File: src/rtl/mysoc_pkg.sv
// mysoc_pkg: shared encodings for the memory arbiter (FSM states, grant owner, transfer sizes).
package mysoc_pkg;
    typedef enum logic [1:0] {IDLE = 2'd0, REQ = 2'd1, RESP = 2'd2} arbStateT;
    typedef enum logic {GNT_INST = 1'b0, GNT_DATA = 1'b1} gntT;
    localparam logic [1:0] SZ_BYTE = 2'd0;
    localparam logic [1:0] SZ_HALF = 2'd1;
    localparam logic [1:0] SZ_WORD = 2'd2;
endpackage

File: src/rtl/mem_arbiter.sv
// mem_arbiter: shares one SRAM-like bus between fetch and data ports, data-priority with a
// starvation guard for fetch, one outstanding transaction at a time.
module mem_arbiter import mysoc_pkg::*; #(
    parameter int STARVE_MAX = 4
) (
    input  logic        clk,
    input  logic        rst,
    input  logic        inst_req,
    input  logic [31:0] inst_addr,
    output logic        inst_addr_ok,
    output logic        inst_data_ok,
    output logic [31:0] inst_rdata,
    input  logic        data_req,
    input  logic        data_wr,
    input  logic [1:0]  data_size,
    input  logic [31:0] data_addr,
    input  logic [31:0] data_wdata,
    output logic        data_addr_ok,
    output logic        data_data_ok,
    output logic [31:0] data_rdata,
    output logic        bus_req,
    output logic        bus_wr,
    output logic [1:0]  bus_size,
    output logic [31:0] bus_addr,
    output logic [31:0] bus_wdata,
    input  logic        bus_addr_ok,
    input  logic        bus_data_ok,
    input  logic [31:0] bus_rdata
);
    arbStateT state, nextState;
    gntT gntSel, winner, sel;
    logic [2:0] starveCnt;
    logic starved, isData, accept, done;

    always_comb begin
        starved = inst_req && starveCnt == 3'(STARVE_MAX);
        winner = (data_req && !starved) ? GNT_DATA : GNT_INST;
        sel = (state == IDLE) ? winner : gntSel;
        isData = sel == GNT_DATA;
        // bus_req depends only on state and requests, never on the bus handshakes
        bus_req = !rst && (state == REQ || (state == IDLE && (inst_req || data_req)));
        bus_wr = bus_req && isData && data_wr;
        bus_size = !bus_req ? 2'd0 : isData ? data_size : SZ_WORD;
        bus_addr = !bus_req ? 32'd0 : isData ? data_addr : inst_addr;
        bus_wdata = (bus_req && isData) ? data_wdata : 32'd0;
        accept = bus_req && bus_addr_ok;
        done = !rst && bus_data_ok && (accept || state == RESP);
        inst_addr_ok = accept && !isData;
        data_addr_ok = accept && isData;
        inst_data_ok = done && !isData;
        data_data_ok = done && isData;
        inst_rdata = inst_data_ok ? bus_rdata : 32'd0;
        data_rdata = data_data_ok ? bus_rdata : 32'd0;
        nextState = done ? IDLE : accept ? RESP : bus_req ? REQ : state;
    end

    always_ff @(posedge clk or posedge rst) begin
        if (rst) begin
            state <= IDLE;
            gntSel <= GNT_INST;
            starveCnt <= 3'd0;
        end else begin
            state <= nextState;
            if (state == IDLE && bus_req) gntSel <= winner;
            starveCnt <= (!inst_req || inst_addr_ok) ? 3'd0 :
                         (data_addr_ok && starveCnt != 3'(STARVE_MAX)) ? starveCnt + 3'd1 : starveCnt;
        end
    end
endmodule

File: config.mk
export PLATFORM = sky130hd
export DESIGN_NAME = mem_arbiter
export DESIGN_NICKNAME = d
export VERILOG_FILES = /design/src/rtl/mysoc_pkg.sv /design/src/rtl/mem_arbiter.sv
export SDC_FILE = /design/constraint.sdc
export NUM_CORES = 1
export LEC_CHECK = 0
export CAP_MARGIN = 20
export CORE_AREA = 3 3 104 106
export CTS_CLUSTER_DIAMETER = 80
export DETAILED_ROUTE_END_ITERATION = 10
export DIE_AREA = 0 0 107 109
export GPL_TIMING_DRIVEN = 0
export SETUP_SLACK_MARGIN = 0.2
export SLEW_MARGIN = 20
export SYNTH_ARGS = -nofsm -noshare
export SYNTH_HDL_FRONTEND = slang
export SYNTH_SLANG_ARGS = --single-unit
File: constraint.sdc
create_clock -name clk -period 2 [get_ports clk]
set_input_delay 0.3 -clock clk [delete_from_list [all_inputs] [get_ports clk]]
set_output_delay 0.3 -clock clk [all_outputs]
set_load 0.005 [all_outputs]
# --- Yosys cells after proc, flatten, opt, wreduce, memory -nomap -nowiden ---
# Cells that the tools add are included.
totals:
  reg_bits: 6
  output_inout_bits: 136
  elab_cells: 48
  in_bits: 137
classes:
  reduce_logical: 26
  mux: 14
  n_eq_ne: 4
  add_sub_neg: 1
op_table:
  columns: ["cell", "count"]
  rows:
  - ["$mux W32", 5]
  - ["$logic_and A1 B1 Y1", 15]
  - ["$mux W2", 5]
  - ["$mux W3", 2]
  - ["$logic_not A1 Y1", 4]
  - ["$logic_or A1 B1 Y1", 4]
  - ["$add A3 B1 Y3 const B", 1]
  - ["$eq A3 B3 Y1 const B", 1]
  - ["$ne A3 B3 Y1 const B", 1]
  - ["$reduce_bool A3 Y1", 1]
  - ["$eq A2 B1 Y1 const B", 1]
  - ["$eq A2 B2 Y1 const B", 1]
  - ["$logic_not A2 Y1", 1]
  - ["$mux W1", 2]
  - ["$reduce_bool A2 Y1", 1]

# --- Depth between registers and ports, before layout ---
logic_depth:
  ltp_word: 10
  mapped_depth: 8
  ltp_nobuf: 6

# --- Least setup slack after synthesis ---
# OpenSTA, ideal clock, no wires.
synth_path:
  kind: "register to output"
  start: "register starveCnt[0]"
  end: "output port inst_rdata[10]"
  path_stages_with_launch: 8
  n_path_buf: 1
  slack_ns: 0.136
  required_time_ns: 1.700
  arrival_time_ns: 1.564
  path_cell_list: "dfrtp_1 > inv_1 > ha_1 > nand3_1 > and2_1 > o32ai_4 > buf_2 > and3_1"
synth_via:
  elab_chain_len: 9
synth_rtl:
  columns: ["item", "line_no", "text"]
  rows:
  - ["start: declaration", "mem_arbiter.sv:32", "logic [2:0] starveCnt;"]
  - ["start signal: assignment", "mem_arbiter.sv:65", "starveCnt <= (!inst_req || inst_addr_ok) ? 3'd0 :"]
  - ["$eq A3 B3 Y1", "mem_arbiter.sv:36", "starved = inst_req && starveCnt == 3'(STARVE_MAX);"]
  - ["$logic_and A1 B1 Y1", "mem_arbiter.sv:36", null]
  - ["$logic_not A1 Y1", "mem_arbiter.sv:37", "winner = (data_req && !starved) ? GNT_DATA : GNT_INST;"]
  - ["$logic_and A1 B1 Y1", "mem_arbiter.sv:37", null]
  - ["$mux W1", "mem_arbiter.sv:37", null]
  - ["$mux W1", "mem_arbiter.sv:38", "sel = (state == IDLE) ? winner : gntSel;"]
  - ["$logic_not A1 Y1", "mem_arbiter.sv:50", "inst_data_ok = done && !isData;"]
  - ["$logic_and A1 B1 Y1", "mem_arbiter.sv:50", null]
  - ["$mux W32", "mem_arbiter.sv:52", "inst_rdata = inst_data_ok ? bus_rdata : 32'd0;"]
  - ["end: declaration", "mem_arbiter.sv:12", "output logic [31:0] inst_rdata,"]
# Every way passes these cells.

# --- Worst setup path after layout ---
layout_path:
  start: "register state[0]"
  end: "output port inst_rdata[8]"
layout_via:
  elab_chain_len: 9
  elab_cells_between_ends: 13
  classes_between: "eq/ne: 2; mux: 2; reduce/logical: 9"
layout_rtl:
  columns: ["item", "line_no", "text"]
  rows:
  - ["start: declaration", "mem_arbiter.sv:30", "arbStateT state, nextState;"]
  - ["start signal: assignment", "mem_arbiter.sv:63", "state <= nextState;"]
  - ["$logic_not A2 Y1", "mem_arbiter.sv:38, mem_arbiter.sv:41", null]
  - ["$logic_and A1 B1 Y1", "mem_arbiter.sv:41", "bus_req = !rst && (state == REQ || (state == IDLE && (inst_req || data_req)));"]
  - ["$logic_or A1 B1 Y1", "mem_arbiter.sv:41", null]
  - ["$logic_and A1 B1 Y1", "mem_arbiter.sv:41", null]
  - ["$logic_and A1 B1 Y1", "mem_arbiter.sv:46", "accept = bus_req && bus_addr_ok;"]
  - ["$logic_or A1 B1 Y1", "mem_arbiter.sv:47", "done = !rst && bus_data_ok && (accept || state == RESP);"]
  - ["$logic_and A1 B1 Y1", "mem_arbiter.sv:47", null]
  - ["$logic_and A1 B1 Y1 (*)", "mem_arbiter.sv:50", null]
  - ["$mux W32 (*)", "mem_arbiter.sv:52", null]
# Every way passes the cells marked *; elsewhere a longest branch is shown, timed or not.

==> metrics.txt <==
Setup CP Type=reg -> out; Worst Hold Class=in -> async; Mean Syn Cell Area=5.94 sq um; Clk Latency, worst-skew pair=0.22 ns; Final Hold Vio Count=0; Final Critical Period=2.34 ns; largest net degree at the start of global routing=11; Via density=4.49; number of port buffers=271; Logic pwr share=92.3%; Worst-Margin Slew=0.447 ns; dpl hpwl=9.29 mm; setup ws final=-0.342 ns; # DRC=0; CTS Buf Count=3; final period utilization=117%; Max FO, Critical Path=8; most frequent cell after synthesis=and3_1; internal power=2.80 mW; gr ovfl total=0; Clock power frac=3.6%; maximum clock frequency=0.427 GHz; Initial Utilization=17.3%; ys async rst share=100%; CP arrival=2.04 ns; clk_skew=0.000667 ns; Leakage=2.72 nW; Synth area leaders=and3_1 37%, nand2_1 15%, a21oi_1 10%; CTS tree=done; Post-synth EDFFs=0; drt wl/cell=17.1 microns; r2r setup slk=0.22 ns; via count=3357; # rows=36; outcome=complete, but fails checks; core box area=0.00986 sq mm; max cap viols=0; FF+latch count, synth=6; most area-hungry cell type in the Yosys netlist=and3_1; total power=4.84 mW; clk slew on worst S/H paths=0.03 ns; Total GRT Usage=19.2%; drt initial violations=150; failing checks=negative setup slack; sequential share of power=4.1%; count of pins over their slew limit=0; most frequent cells after synthesis=100 x and3_1, 70 x nand2_1, 35 x a21oi_1; RSZ-0062 raised after global routing=yes; final wirelength=12.8 mm; Worst EP required=1.70 ns; Syn Nets=426; switch share=42.1%; yosys warns=0; Critical Path End Type=primary output; initial antenna violation count=1; Psw=2.04 mW; post-route cell area=0.00573 sq mm; vias in the first global route=3214; multi-input logic area=0.00195 sq mm; IO Count=273; CTS Buffer Depth=2; die width=107 microns; sequential-to-total area share from yosys stat=8.81%; Detail Route Antenna Nets=0; H-tree levels=1; startpoint types=flop; Register Area=151 sq um; Cells after Synth=287; max_slew headroom=70.2%; share of layout cells above drive strength 1=57.3%; Setup Viol. Count Final=135; Power per Cell Area=845 mW/mm^2; hold_buf cts=0; nets@finish=754; area of placed instances=0.00464 sq mm; area share of the largest cell type after synthesis=36.7%; CTS sink cnt=6; Filler Cell Count=866; Placer Congestion=0.799; VDD IR max=0.000484 V; First-pass DRT Iterations=4; mapped cell area=0.00170 sq mm; die area=0.0117 sq mm; dominant synthesized flop cell=dfrtp_1; Syn-to-layout area delta=236%; Yosys cell types=32; CTS Root Cell=clkbuf_8; global-route wire length before repair=17.9 mm; die height=109 microns
## routing by layer
layer	vias up	GRT usage [%]	share of wire, %
met5	-	0	0
met4	0	3.56	1.6
met3	12	3.79	6.4
met2	129	36.7	54
met1	1552	22.3	38
li1	1664	-	-
## state kept, by name, summed over array words and instances (netlist names)
name,count
state,2
starveCnt,3
gntSel,1
## logic make-up (layout without fill, tap and decap cells)
kind of cell               count (synthesis)  after routing  synth area share, %
buffers and inverters                     38            364                 10.9
DFF                                        6              6                 8.81
other                                      0              1                    0
adders and majority gates                  2              2                 1.47
AOI/OAI and AO/OA                         48             48                 18.1
and+or+nand+nor                          193            193                 60.7
## power groups by stage
stage,clock network [mW],logic [mW],registers (mW)
after floorplan,0,1.37,0.181
after global placement,0,2.69,0.188
after detailed placement,0,2.72,0.189
after CTS,0.178,3.83,0.195
after global routing,0.189,4.79,0.203
final,0.174,4.47,0.197
## critical path, cell delays in order (launching register included)
cell	delay [ns]
dfrtp_1	0.36
buf_6	0.13
buf_4	0.13
or2_4	0.26
o32ai_4	0.29
buf_12	0.17
buf_6	0.10
buf_6	0.11
and3_4	0.18
buf_6	0.09
## layout by cell type (no fill, tap or decap), types with 2 or more instances in the layout
master / netlist / routed
clkbuf_16: 0 / 2
inv_2: 1 / 2
dlygate4sd2_1: 0 / 6
nand2_1: 70 / 46
buf_8: 0 / 13
a21oi_2: 0 / 23
clkbuf_1: 15 / 6
a21oi_1: 35 / 11
and3_1: 100 / 34
and2_4: 0 / 3
and3_4: 0 / 65
nor2_1: 8 / 6
buf_2: 11 / 60
o32ai_4: 2 / 2
nand2_2: 1 / 20
o21ai_0: 3 / 2
buf_4: 4 / 24
nor2b_1: 2 / 2
clkbuf_2: 0 / 6
inv_1: 4 / 2
a31oi_1: 3 / 2
clkdlybuf4s15_2: 0 / 6
buf_12: 0 / 3
buf_6: 2 / 95
nor2_2: 1 / 2
nand2_4: 0 / 4
dfrtp_1: 6 / 5
clkdlybuf4s50_1: 0 / 132
clkbuf_8: 0 / 3
## metrics by stage
stage | setup TNS (ns) | hold WS (ns) | cells | worst slack (ns) | utilization (%)
final | -35.23 | 0.212 | 747 | -0.342 | 58.1
after global routing | -44.21 | 0.250 | 747 | -0.412 | 58.1
after CTS | -37.13 | 0.214 | 737 | -0.378 | 50.4
after detailed placement | -108.61 | 0.575 | 691 | -0.967 | 47.0
after global placement | -105.93 | 0.562 | 691 | -0.935 | 47.0
after floorplan | 0 | 0.0910 | 287 | 0.192 | -
## area by class of cell
cell class / instances / area share, %
repair buffers: 322 / 53.8
clock buffers: 3 / 0.720
well taps: 133 / 2.90
diodes: 1 / 0.0436
flip-flops and latches: 6 / 2.64
inverters: 5 / 0.458
plain buffers: 33 / 5.35
repair inverters: 1 / 0.109
multi-input cells: 243 / 34.0
## path summary, 6_finish.rpt
kind                           from       endpoint  depth (start not counted)
max in group asynchronous       rst       state[1]                          2
setup reg to reg           state[0]   starveCnt[0]                          8
hold reg to reg            state[0]       state[0]                          3
setup / recovery           state[0]  inst_rdata[8]                          9
min in group clk           inst_req   starveCnt[1]                          3
hold / removal                  rst         gntSel                          2
## repair_timing
| action | CTS | global route |
|---|---|---|
| cloned | 12 | 2 |
| pin swaps | 67 | 35 |
| setup buffers | 31 | 7 |
| endpoints found under the hold margin | 0 | 0 |
| endpoints found under the setup margin | 139 | 138 |
| resized for setup | 650 | 156 |
Note: power is estimated with default switching activity, not from simulation.
